**config.mk**
```make
export PLATFORM = sky130hd
export DESIGN_NAME = path_trace_flat
export DESIGN_NICKNAME = d
export VERILOG_FILES = /design/src/rtl/path_trace_pkg.sv /design/src/rtl/path_trace_if.sv /design/src/rtl/path_trace_dir_step.sv /design/src/rtl/path_trace.sv /design/src/flat_wrapper.sv
export SDC_FILE = /design/constraint.sdc
export NUM_CORES = 1
export LEC_CHECK = 0
export ABC_AREA = 1
export CAP_MARGIN = 20
export CORE_MARGIN = 1.5
export CORE_UTILIZATION = 35
export CTS_CLUSTER_SIZE = 14
export DETAILED_ROUTE_END_ITERATION = 8
export GPL_ROUTABILITY_DRIVEN = 0
export GPL_TIMING_DRIVEN = 0
export PLACE_DENSITY = 0.68
export SLEW_MARGIN = 0
export SYNTH_ARGS = -nofsm -noshare
export SYNTH_HDL_FRONTEND = slang
export SYNTH_HIERARCHICAL = 1
export SYNTH_SLANG_ARGS = --single-unit
```
**constraint.sdc**
```tcl
create_clock -name clk -period 1.97 [get_ports clk]
set_input_delay 0.2955 -clock clk [delete_from_list [all_inputs] [get_ports clk]]
set_output_delay 0.2955 -clock clk [all_outputs]
set_load 0.05 [all_outputs]
```
**src/rtl/path_trace_pkg.sv**
```systemverilog
// Shared types and constants for the path_cost/path_dir grid walkers.
// Direction codes are {valid, k} with k = N, NE, E, SE, S, SW, W, NW.
package dkstr_pkg;

    localparam int COST_W = 12;
    localparam int DIR_W  = 4;

    localparam logic [COST_W-1:0] COST_INF = 12'hFFF;

    localparam logic [DIR_W-1:0] DIR_NONE = 4'b0000;
    localparam logic [DIR_W-1:0] DIR_N    = 4'b1000;
    localparam logic [DIR_W-1:0] DIR_NE   = 4'b1001;
    localparam logic [DIR_W-1:0] DIR_E    = 4'b1010;
    localparam logic [DIR_W-1:0] DIR_SE   = 4'b1011;
    localparam logic [DIR_W-1:0] DIR_S    = 4'b1100;
    localparam logic [DIR_W-1:0] DIR_SW   = 4'b1101;
    localparam logic [DIR_W-1:0] DIR_W_   = 4'b1110;
    localparam logic [DIR_W-1:0] DIR_NW   = 4'b1111;

    typedef enum logic [2:0] {
        IDLE,
        RD,
        WT,
        EMIT,
        FIN
    } state_t;

endpackage

```
**src/rtl/path_trace_if.sv**
```systemverilog
// Grid read port plus coordinate output stream of the path tracer.
// PATH_TRACE_COST_EN adds out_cost to the stream.
interface path_trace_if
    import dkstr_pkg::*;
#(
    parameter int CW = 5
) ();

    logic              rd_en;
    logic [CW-1:0]     rd_x;
    logic [CW-1:0]     rd_y;
    logic [COST_W-1:0] rd_cost;
    logic [DIR_W-1:0]  rd_dir;

    logic              out_valid;
    logic              out_ready;
    logic [CW-1:0]     out_x;
    logic [CW-1:0]     out_y;
    logic              out_last;
`ifdef PATH_TRACE_COST_EN
    logic [COST_W-1:0] out_cost;
`endif

    modport master (
        output rd_en, rd_x, rd_y,
        input  rd_cost, rd_dir,
        output out_valid, out_x, out_y, out_last,
`ifdef PATH_TRACE_COST_EN
        output out_cost,
`endif
        input  out_ready
    );

    modport slave (
        input  rd_en, rd_x, rd_y,
        output rd_cost, rd_dir,
        input  out_valid, out_x, out_y, out_last,
`ifdef PATH_TRACE_COST_EN
        input  out_cost,
`endif
        output out_ready
    );

endinterface

```
**src/rtl/path_trace_dir_step.sv**
```systemverilog
// Combinational neighbour step: applies a direction code to (x, y) and
// flags results that leave the GRID_W x GRID_H grid (no wraparound).
module dir_step
    import dkstr_pkg::*;
#(
    parameter int GRID_W = 32,
    parameter int GRID_H = 32,
    parameter int CW     = 5
) (
    input  logic [CW-1:0]    x,
    input  logic [CW-1:0]    y,
    input  logic [DIR_W-1:0] dir,
    output logic [CW-1:0]    nx,
    output logic [CW-1:0]    ny,
    output logic             oob
);

    localparam logic signed [CW:0] P1 = {{CW{1'b0}}, 1'b1};
    localparam logic signed [CW:0] M1 = {(CW+1){1'b1}};

    logic signed [CW:0] dx;
    logic signed [CW:0] dy;
    logic signed [CW:0] sx;
    logic signed [CW:0] sy;

    always_comb begin
        dx = '0;
        dy = '0;
        if (dir[3]) begin
            unique case (dir[2:0])
                3'd0: dy = M1;
                3'd1: begin dx = P1; dy = M1; end
                3'd2: dx = P1;
                3'd3: begin dx = P1; dy = P1; end
                3'd4: dy = P1;
                3'd5: begin dx = M1; dy = P1; end
                3'd6: dx = M1;
                default: begin dx = M1; dy = M1; end
            endcase
        end
    end

    // x+1 at the top coordinate overflows to negative, which still reads as out of bounds
    assign sx  = $signed({1'b0, x}) + dx;
    assign sy  = $signed({1'b0, y}) + dy;
    assign nx  = sx[CW-1:0];
    assign ny  = sy[CW-1:0];
    assign oob = dir[3] && ((sx < 0) || (int'(sx) >= GRID_W) ||
                            (sy < 0) || (int'(sy) >= GRID_H));

endmodule

```
**src/rtl/path_trace.sv**
```systemverilog
// Walks the path_dir grid from a destination back to its source, streaming
// each visited coordinate. PATH_TRACE_COST_EN adds out_cost and a cost-monotonicity check.
//
// state | meaning
// IDLE  | waiting for start; err holds last result
// RD    | rd_en for the current node
// WT    | grid data returns; classify node
// EMIT  | present coordinate until accepted
// FIN   | one-cycle done pulse
module path_trace
    import dkstr_pkg::*;
#(
    parameter int GRID_W    = 32,
    parameter int GRID_H    = 32,
    parameter int CW        = 5,
    parameter int MAX_STEPS = 1024
) (
    input  logic          clk,
    input  logic          rst_n,
    input  logic          start,
    input  logic [CW-1:0] start_x,
    input  logic [CW-1:0] start_y,
    path_trace_if.master  bus,
    output logic          busy,
    output logic          done,
    output logic          err
);

    localparam int SW = $clog2(MAX_STEPS + 1);

    state_t        state_q, state_d;
    logic [CW-1:0] cur_x_q, cur_x_d;
    logic [CW-1:0] cur_y_q, cur_y_d;
    logic [CW-1:0] nxt_x_q, nxt_x_d;
    logic [CW-1:0] nxt_y_q, nxt_y_d;
    logic          last_q, last_d;
    logic          oob_q, oob_d;
    logic          err_q, err_d;
    logic [SW-1:0] step_q, step_d;
`ifdef PATH_TRACE_COST_EN
    logic [COST_W-1:0] cost_q, cost_d;
`endif

    logic [CW-1:0] step_x;
    logic [CW-1:0] step_y;
    logic          step_oob;
    logic          start_oob;

    dir_step #(
        .GRID_W (GRID_W),
        .GRID_H (GRID_H),
        .CW     (CW)
    ) u_dir_step (
        .x   (cur_x_q),
        .y   (cur_y_q),
        .dir (bus.rd_dir),
        .nx  (step_x),
        .ny  (step_y),
        .oob (step_oob)
    );

    assign start_oob = (32'(start_x) >= GRID_W) || (32'(start_y) >= GRID_H);

    always_comb begin
        state_d = state_q;
        cur_x_d = cur_x_q;
        cur_y_d = cur_y_q;
        nxt_x_d = nxt_x_q;
        nxt_y_d = nxt_y_q;
        last_d  = last_q;
        oob_d   = oob_q;
        err_d   = err_q;
        step_d  = step_q;
`ifdef PATH_TRACE_COST_EN
        cost_d  = cost_q;
`endif
        unique case (state_q)
            IDLE: begin
                if (start) begin
                    cur_x_d = start_x;
                    cur_y_d = start_y;
                    err_d   = 1'b0;
                    step_d  = '0;
                    last_d  = 1'b0;
                    oob_d   = 1'b0;
                    if (start_oob) err_d = 1'b1;
                    else           state_d = RD;
                end
            end
            RD: state_d = WT;
            WT: begin
                state_d = IDLE;
                if (bus.rd_cost == COST_INF) begin
                    err_d = 1'b1;
`ifdef PATH_TRACE_COST_EN
                end else if ((step_q != '0) && (bus.rd_cost >= cost_q)) begin
                    err_d = 1'b1;
`endif
                end else if (bus.rd_dir == DIR_NONE) begin
                    if (bus.rd_cost == '0) begin
                        last_d  = 1'b1;
                        state_d = EMIT;
                    end else begin
                        err_d = 1'b1;
                    end
                end else if (!bus.rd_dir[3]) begin
                    err_d = 1'b1;
                end else begin
                    // A node pointing off-grid is still reported; the error fires once it is accepted
                    nxt_x_d = step_x;
                    nxt_y_d = step_y;
                    oob_d   = step_oob;
                    last_d  = 1'b0;
                    state_d = EMIT;
                end
`ifdef PATH_TRACE_COST_EN
                if (state_d == EMIT) cost_d = bus.rd_cost;
`endif
            end
            EMIT: begin
                if (bus.out_ready) begin
                    step_d = step_q + SW'(1);
                    if (last_q) begin
                        state_d = FIN;
                    end else if (oob_q || (step_d == SW'(MAX_STEPS))) begin
                        err_d   = 1'b1;
                        state_d = IDLE;
                    end else begin
                        cur_x_d = nxt_x_q;
                        cur_y_d = nxt_y_q;
                        state_d = RD;
                    end
                end
            end
            FIN:     state_d = IDLE;
            default: state_d = IDLE;
        endcase
    end

    always_ff @(posedge clk or negedge rst_n) begin
        if (!rst_n) begin
            state_q <= IDLE;
            cur_x_q <= '0;
            cur_y_q <= '0;
            nxt_x_q <= '0;
            nxt_y_q <= '0;
            last_q  <= 1'b0;
            oob_q   <= 1'b0;
            err_q   <= 1'b0;
            step_q  <= '0;
`ifdef PATH_TRACE_COST_EN
            cost_q  <= '0;
`endif
        end else begin
            state_q <= state_d;
            cur_x_q <= cur_x_d;
            cur_y_q <= cur_y_d;
            nxt_x_q <= nxt_x_d;
            nxt_y_q <= nxt_y_d;
            last_q  <= last_d;
            oob_q   <= oob_d;
            err_q   <= err_d;
            step_q  <= step_d;
`ifdef PATH_TRACE_COST_EN
            cost_q  <= cost_d;
`endif
        end
    end

    assign bus.rd_en     = (state_q == RD);
    assign bus.rd_x      = cur_x_q;
    assign bus.rd_y      = cur_y_q;
    assign bus.out_valid = (state_q == EMIT);
    assign bus.out_x     = cur_x_q;
    assign bus.out_y     = cur_y_q;
    assign bus.out_last  = (state_q == EMIT) && last_q;
`ifdef PATH_TRACE_COST_EN
    assign bus.out_cost  = cost_q;
`endif

    assign busy = (state_q == RD) || (state_q == WT) || (state_q == EMIT);
    assign done = (state_q == FIN);
    assign err  = err_q;

endmodule

```
**src/flat_wrapper.sv**
```systemverilog
// flat-port wrapper written by rule: the top's interface ports become plain ports
module path_trace_flat import dkstr_pkg::*;
#(
    parameter int GRID_W    = 32,
    parameter int GRID_H    = 32,
    parameter int CW        = 5,
    parameter int MAX_STEPS = 1024
)
  (clk, rst_n, start, start_x, start_y, busy, done, err, bus_rd_en, bus_rd_x, bus_rd_y, bus_rd_cost, bus_rd_dir, bus_out_valid, bus_out_x, bus_out_y, bus_out_last, bus_out_ready);
  path_trace_if #(.CW(CW)) bus_i ();
  input  logic clk;
  input  logic rst_n;
  input  logic start;
  input  logic [CW-1:0] start_x;
  input  logic [CW-1:0] start_y;
  output logic busy;
  output logic done;
  output logic err;
  output wire logic [$bits(bus_i.rd_en)-1:0] bus_rd_en;
  output wire logic [$bits(bus_i.rd_x)-1:0] bus_rd_x;
  output wire logic [$bits(bus_i.rd_y)-1:0] bus_rd_y;
  input wire logic [$bits(bus_i.rd_cost)-1:0] bus_rd_cost;
  input wire logic [$bits(bus_i.rd_dir)-1:0] bus_rd_dir;
  output wire logic [$bits(bus_i.out_valid)-1:0] bus_out_valid;
  output wire logic [$bits(bus_i.out_x)-1:0] bus_out_x;
  output wire logic [$bits(bus_i.out_y)-1:0] bus_out_y;
  output wire logic [$bits(bus_i.out_last)-1:0] bus_out_last;
  input wire logic [$bits(bus_i.out_ready)-1:0] bus_out_ready;
  assign bus_rd_en = bus_i.rd_en;
  assign bus_rd_x = bus_i.rd_x;
  assign bus_rd_y = bus_i.rd_y;
  assign bus_i.rd_cost = bus_rd_cost;
  assign bus_i.rd_dir = bus_rd_dir;
  assign bus_out_valid = bus_i.out_valid;
  assign bus_out_x = bus_i.out_x;
  assign bus_out_y = bus_i.out_y;
  assign bus_out_last = bus_i.out_last;
  assign bus_i.out_ready = bus_out_ready;
  path_trace #(.GRID_W(GRID_W), .GRID_H(GRID_H), .CW(CW), .MAX_STEPS(MAX_STEPS)) u_core (.clk(clk), .rst_n(rst_n), .start(start), .start_x(start_x), .start_y(start_y), .bus(bus_i), .busy(busy), .done(done), .err(err));
endmodule
```
Word-level counts from Yosys, hierarchy flattened
Cells that the tools add are included.
{ "totals": {"elab_cells": 112, "in_bits": 30, "regBits": 37, "output_inout_bits": 26} }
{ "op_classes": {"muxes": 44, "addsub": 3, "bitwise": 2, "n_eq_ne": 24, "order_cmp": 4, "reduce_logical": 26} }
{ "op_table": {"columns": ["operator", "n"], "rows": [
  ["$mux 5", 8],
  ["$pmux 6 s2", 2],
  ["$mux 11", 2],
  ["$pmux 11 s2", 1],
  ["$pmux 5 s2", 2],
  ["$mux 1", 16],
  ["$mux 3", 5],
  ["$reduce_and 5->1", 3],
  ["$ge 6x7->1 const B", 2],
  ["$add 6x6->6", 2],
  ["$eq 12x12->1 const B", 1],
  ["$eq 3x2->1 const B", 4],
  ["$eq 3x3->1 const B", 4],
  ["$logic_not 12->1", 1],
  ["$lt 6x1->1 const B", 2],
  ["$mux 6", 2],
  ["$ne 2x2->1 const B", 6],
  ["$pmux 3 s4", 1],
  ["$add 11x1->11 const B", 1],
  ["$eq 11x11->1 const B", 1],
  ["$reduce_and 7->1", 1],
  ["$eq 3x1->1 const B", 2],
  ["$logic_not 3->1", 2],
  ["$logic_or 1x1->1", 6],
  ["18 further kinds", 26]
]} }

Longest topological paths before layout
{ "depth": {"ltp_word": 14, "depth_mapped": 16, "mapped_depth_nobuf": 16} }

Hierarchy
The synthesis kept the hierarchy.
{ "by_module_without_submodules": {"columns": ["module", "cells_per_inst", "area_each_um2", "seq_area_each_um2", "instances"], "rows": [
  ["path_trace", 283, 2099.5, 925.9, 1],
  ["dir_step", 77, 479.2, 0.0, 1]
]} }

Least setup slack after synthesis
Ideal clock, no wire load.
{ "synth_timing": {"path_kind": "register to register", "startpoint": "register u_core.cur_x_q[1] (netlist: u_core/bus.out_x[1])", "endpoint": "register u_core.nxt_x_q[4]", "period_less_slack_ps": 1843, "setup_time_ps": 130, "setup_slack_ps": 127, "t_arrival_ps": 1713, "n_path_buf": 0, "required_ps": 1840, "stages_incl_launch_ff": 12, "path_cell_list": "dfrtp_1 > nand3_1 > nand2_2 > inv_1 > ha_1 > inv_1 > nand2_1 > nand3_1 > nand3_1 > xnor2_1 > nand2_1 > o21ai_0"} }
{ "synth_between": {"elab_chain_len": 1} }
{ "synth_rtl": {"columns": ["element", "line", "text"], "rows": [
  ["from (decl)", "path_trace.sv:32", "logic [CW-1:0] cur_x_q, cur_x_d;"],
  ["from (signal assigned)", "path_trace.sv:156", "cur_x_q <= cur_x_d;"],
  ["$add 6x6->6", "path_trace_dir_step.sv:44", "assign sx = $signed({1'b0, x}) + dx;"],
  ["named net u_core.step_x[4]", "path_trace.sv:44", "logic [CW-1:0] step_x;"],
  ["to (signal assigned)", "path_trace.sv:158", "nxt_x_q <= nxt_x_d;"],
  ["to (decl)", "path_trace.sv:34", "logic [CW-1:0] nxt_x_q, nxt_x_d;"]
]} }
The timed path passes the listed nets, and every way through them passes these cells.
A chain may end at the register's enable or synchronous reset.

Worst setup path in the final report
{ "layout_timing": {"startpoint": "register u_core.step_q[1]", "endpoint": "register u_core.cur_y_q[0] (netlist: u_core/bus.out_y[0])"} }
{ "layout_between": {"elab_chain_len": 5} }
{ "layout_rtl": {"columns": ["element", "line", "text"], "rows": [
  ["from (decl)", "path_trace.sv:39", "logic [SW-1:0] step_q, step_d;"],
  ["from (signal assigned)", "path_trace.sv:163", "step_q <= step_d;"],
  ["$add 11x1->11", "path_trace.sv:122", "step_d = step_q + SW'(1);"],
  ["$eq 11x11->1", "path_trace.sv:125", "end else if (oob_q || (step_d == SW'(MAX_STEPS))) begin"],
  ["$logic_or 1x1->1", "path_trace.sv:125", null],
  ["$ne 2x2->1 (no line)", null, null],
  ["$reduce_and 5->1 (no line)", null, null],
  ["to (signal assigned)", "path_trace.sv:157", "cur_y_q <= cur_y_d;"],
  ["to (decl)", "path_trace.sv:33", "logic [CW-1:0] cur_y_q, cur_y_d;"]
]} }
Every way passes these cells.

==> metrics.md <==
| Metric | Value |
|---|---|
| Fin nets | 470 |
| Largest net degree at the start of global routing | 38 |
| Num rows | 31 |
| Peak supply drop | 0.7313 mV |
| PnR worst setup slack | around 35 ps |
| FF-to-FF End | u_core/bus.out_y[0] |
| Critical Path Fanout Max | 5 |
| Synthesized instance count | between 300 and 400 |
| Sink Count | 37 |
| Die area | ~7900 µm² |
| Die H | approximately 89 µm |
| Die width | a little under 90 µm |
| Synth top cells by count | 107 x nand2_1, 42 x inv_1, 37 x dfrtp_1 |
| Avg WL per Cell | between 10 and 15 µm |
| Max-slew violations | 0 |
| Antenna violations before repair | 0 |
| Post-synth top area share | a little over a third |
| Crit Path Class | flop to flop |
| Final setup violation count | 0 |
| Status | completed |
| Number of synthesized flops with an enable pin | 0 |
| Routed vias | between 2000 and 3000 |
| Yosys cell types | 35 |
| Hold buffer count at CTS | 0 |
| Slew @ Worst Pin | about 840 ps |
| Synth warnings | 6 |
| Vias per Instance | ~4.8 |
| DRC Markers | 0 |
| Core area | 7176 µm² |
| Share of layout cells above drive strength 1 | a little under a quarter |
| Crit path time final | 1935 ps |
| Area leader, netlist | dfrtp_1 |
| R2r setup slk | 30 ps |
| Final wirelength | 6626 µm |
| Max Cap Viol | 0 |
| Met1 Usage GRT | a little over a fifth |
| Vias in the first global route | ~2300 |
| Number of detailed-route iterations in the first pass | 4 |
| Longest Clk Path Bufs | 2 |
| Avg Inst Size Synth | 7.163 µm² |
| Leakage | around 1.8 nW |
| Worst slew margin | a little over two fifths |
| End point of the critical path | u_core/bus.out_y[0] |
| HPWL Detailed | approximately 4500 µm |
| Ys flop type | dfrtp_1 |
| H-tree depth | 2 |
| Final Hold Viols | 0 |
| Count leader, synth | nand2_1 |
| I/O Buffers | 55 |
| Sequential element share of the synthesized area | a little over a third |
| ANT nets after route | 0 |
| Iter 0 DRT Violations | 100 |
| CTS Root Cell | clkbuf_8 |
| N_diodes | 0 |
| GRT overflow | 0 |
| Worst-path clk slew | around 80 ps |
| TritonCTS clock tree | done |
| Fmax | around 520 MHz |
| Crit path launch | u_core/step_q[1] |
| Finished Core Util | 50.32% |
| Cts bufs inserted | 5 |
| Met3 usage | under 10% |
| Final Cycle Share | just under 100% |
| Most used routing layer | met2 |
| GRT Util Overall | around 17% |
| Synthesized area | 2579 µm² |
| Pwr per Cell Area | about 1400 nW/µm² |
| Async S/R FF share, synth | 100.0% |
| Synth area leaders | dfrtp_1 36%, nand2_1 16%, inv_1 6.1% |
| Post-Place Setup Slack | -763.3 ps |
| Syn nets | 399 |
| Grt met2 use | 28.10% |
| RSZ-0062 raised after global routing | yes |
| WP data required | approximately 2200 ps |
| Worst R2R Path Depth | 13 |
| Ports | between 50 and 60 |
| Initial Util | a little over a third |
| Reg2reg start | u_core/step_q[1] |
| Clk Latency, worst-skew pair | 290 ps |
| Hold Crit Class | input pin to asynchronous set/reset pin |
| Number of synthesized register bits | 37 |
| Worst Setup Start Kind | flop |
| Crit end category | flop |
| First-pass GRT wire length | 10170 µm |
| CP Data Arrival Time | around 2100 ps |
| Worst Clk Skew | 9.873 ps |
| Area growth syn-to-layout | 40.03% |
==> how the worst min path moves through the flow <==
stage,end,cells after the start
detailed placement,u_core/step_q[9],1
finish,u_core/step_q[8],1
CTS,u_core/step_q[8],1
global route,u_core/step_q[8],1
floorplan,u_core/bus.out_x[0],0
global placement,u_core/err,2
==> cells by family after synthesis <==
group / share of synthesized area [%]
buffers and inverters: 11.74
XOR/XNOR: 2.378
AND/OR/NAND/NOR: 35.08
flip-flops: 35.90
AO/OA/AOI/OAI: 10.24
adder cells (fa/ha/maj): 4.658
==> stage by stage <==
step                power, mW  cell area, µm²  cells  hold slack, ps  TNS, ps
global placement        4.335            3253    514           458.0   -14110
finish                  5.235            3611    531           102.9        0
floorplan               3.491            2579    360        -0.09107        0
detailed placement      4.382            3248    514           454.4    -3100
global route            5.620            3611    531           167.3   -321.2
CTS                     5.003            3361    523           129.4   -213.1
==> metal layers <==
layer  share of wire [%]  wire [µm]
met1                  44       2922
met2                  48       3188
met3                 6.3        420
met4                 1.4         95
met5                   0          0
==> layout by cell type, fill, tap and decap left out, drive strengths merged, types with 2 or more instances in the layout <==
| cell | count |
|---|---|
| o22ai | 5 |
| o21ai | 29 |
| dfrtp | 37 |
| ha | 8 |
| nor3 | 2 |
| nor2 | 28 |
| a21oi | 7 |
| clkbuf | 15 |
| inv | 50 |
| buf | 26 |
| dlymetal6s2s | 7 |
| clkinv | 2 |
| dlygate4sd2 | 4 |
| nand2 | 119 |
| xnor2 | 3 |
| xor2 | 4 |
| nand3 | 33 |
| clkdlybuf4s50 | 36 |
| nand4 | 7 |
==> what timing repair did <==
item                                    CTS  global route
gates resized for setup                  17            54
pin swaps                                 1            18
endpoints found under the setup margin   19            21
cloned                                    0             1
buffers inserted                          1             7
==> where the power goes <==
group | switching, mW | total, mW | internal [mW]
Combinational | 2.15 | 3.36 | 1.21
Clock | 0.283 | 0.599 | 0.317
Sequential | 0.242 | 1.27 | 1.03
==> area by class of cell <==
| cell class | instances | area, µm² |
|---|---|---|
| buffer | 17 | 115.1 |
| tap | 99 | 123.9 |
| inverter | 51 | 196.4 |
| multi-input combinational | 255 | 1535 |
| timing repair buffer | 64 | 613.1 |
| clock buffer | 7 | 96.34 |
| sequential | 37 | 925.9 |
| fill | 680 | 3565 |
| clock inverter | 1 | 5.005 |
==> worst max-delay path: stages, from the launching register on <==
cell and delay, ps:
dfrtp_1 410, ha_4 200, nand2_2 110, nor2_4 160
nand2_1 60, nand2_1 60, nand2_1 60, nor2_1 150
nand3_2 140, nand3_2 120, nand2_4 80, clkbuf_16 180
nand3_2 60, nand2_1 50
==> registers in the layout (all words and copies together) (netlist names) <==
name / flops
u_core/step_q: 11
u_core/bus.out_x: 5
u_core/bus.out_y: 5
u_core/nxt_x_q: 5
u_core/nxt_y_q: 5
u_core/state_q: 3
u_core/err: 1
u_core/last_q: 1
u_core/oob_q: 1
Note: power is estimated with default switching activity, not from simulation.
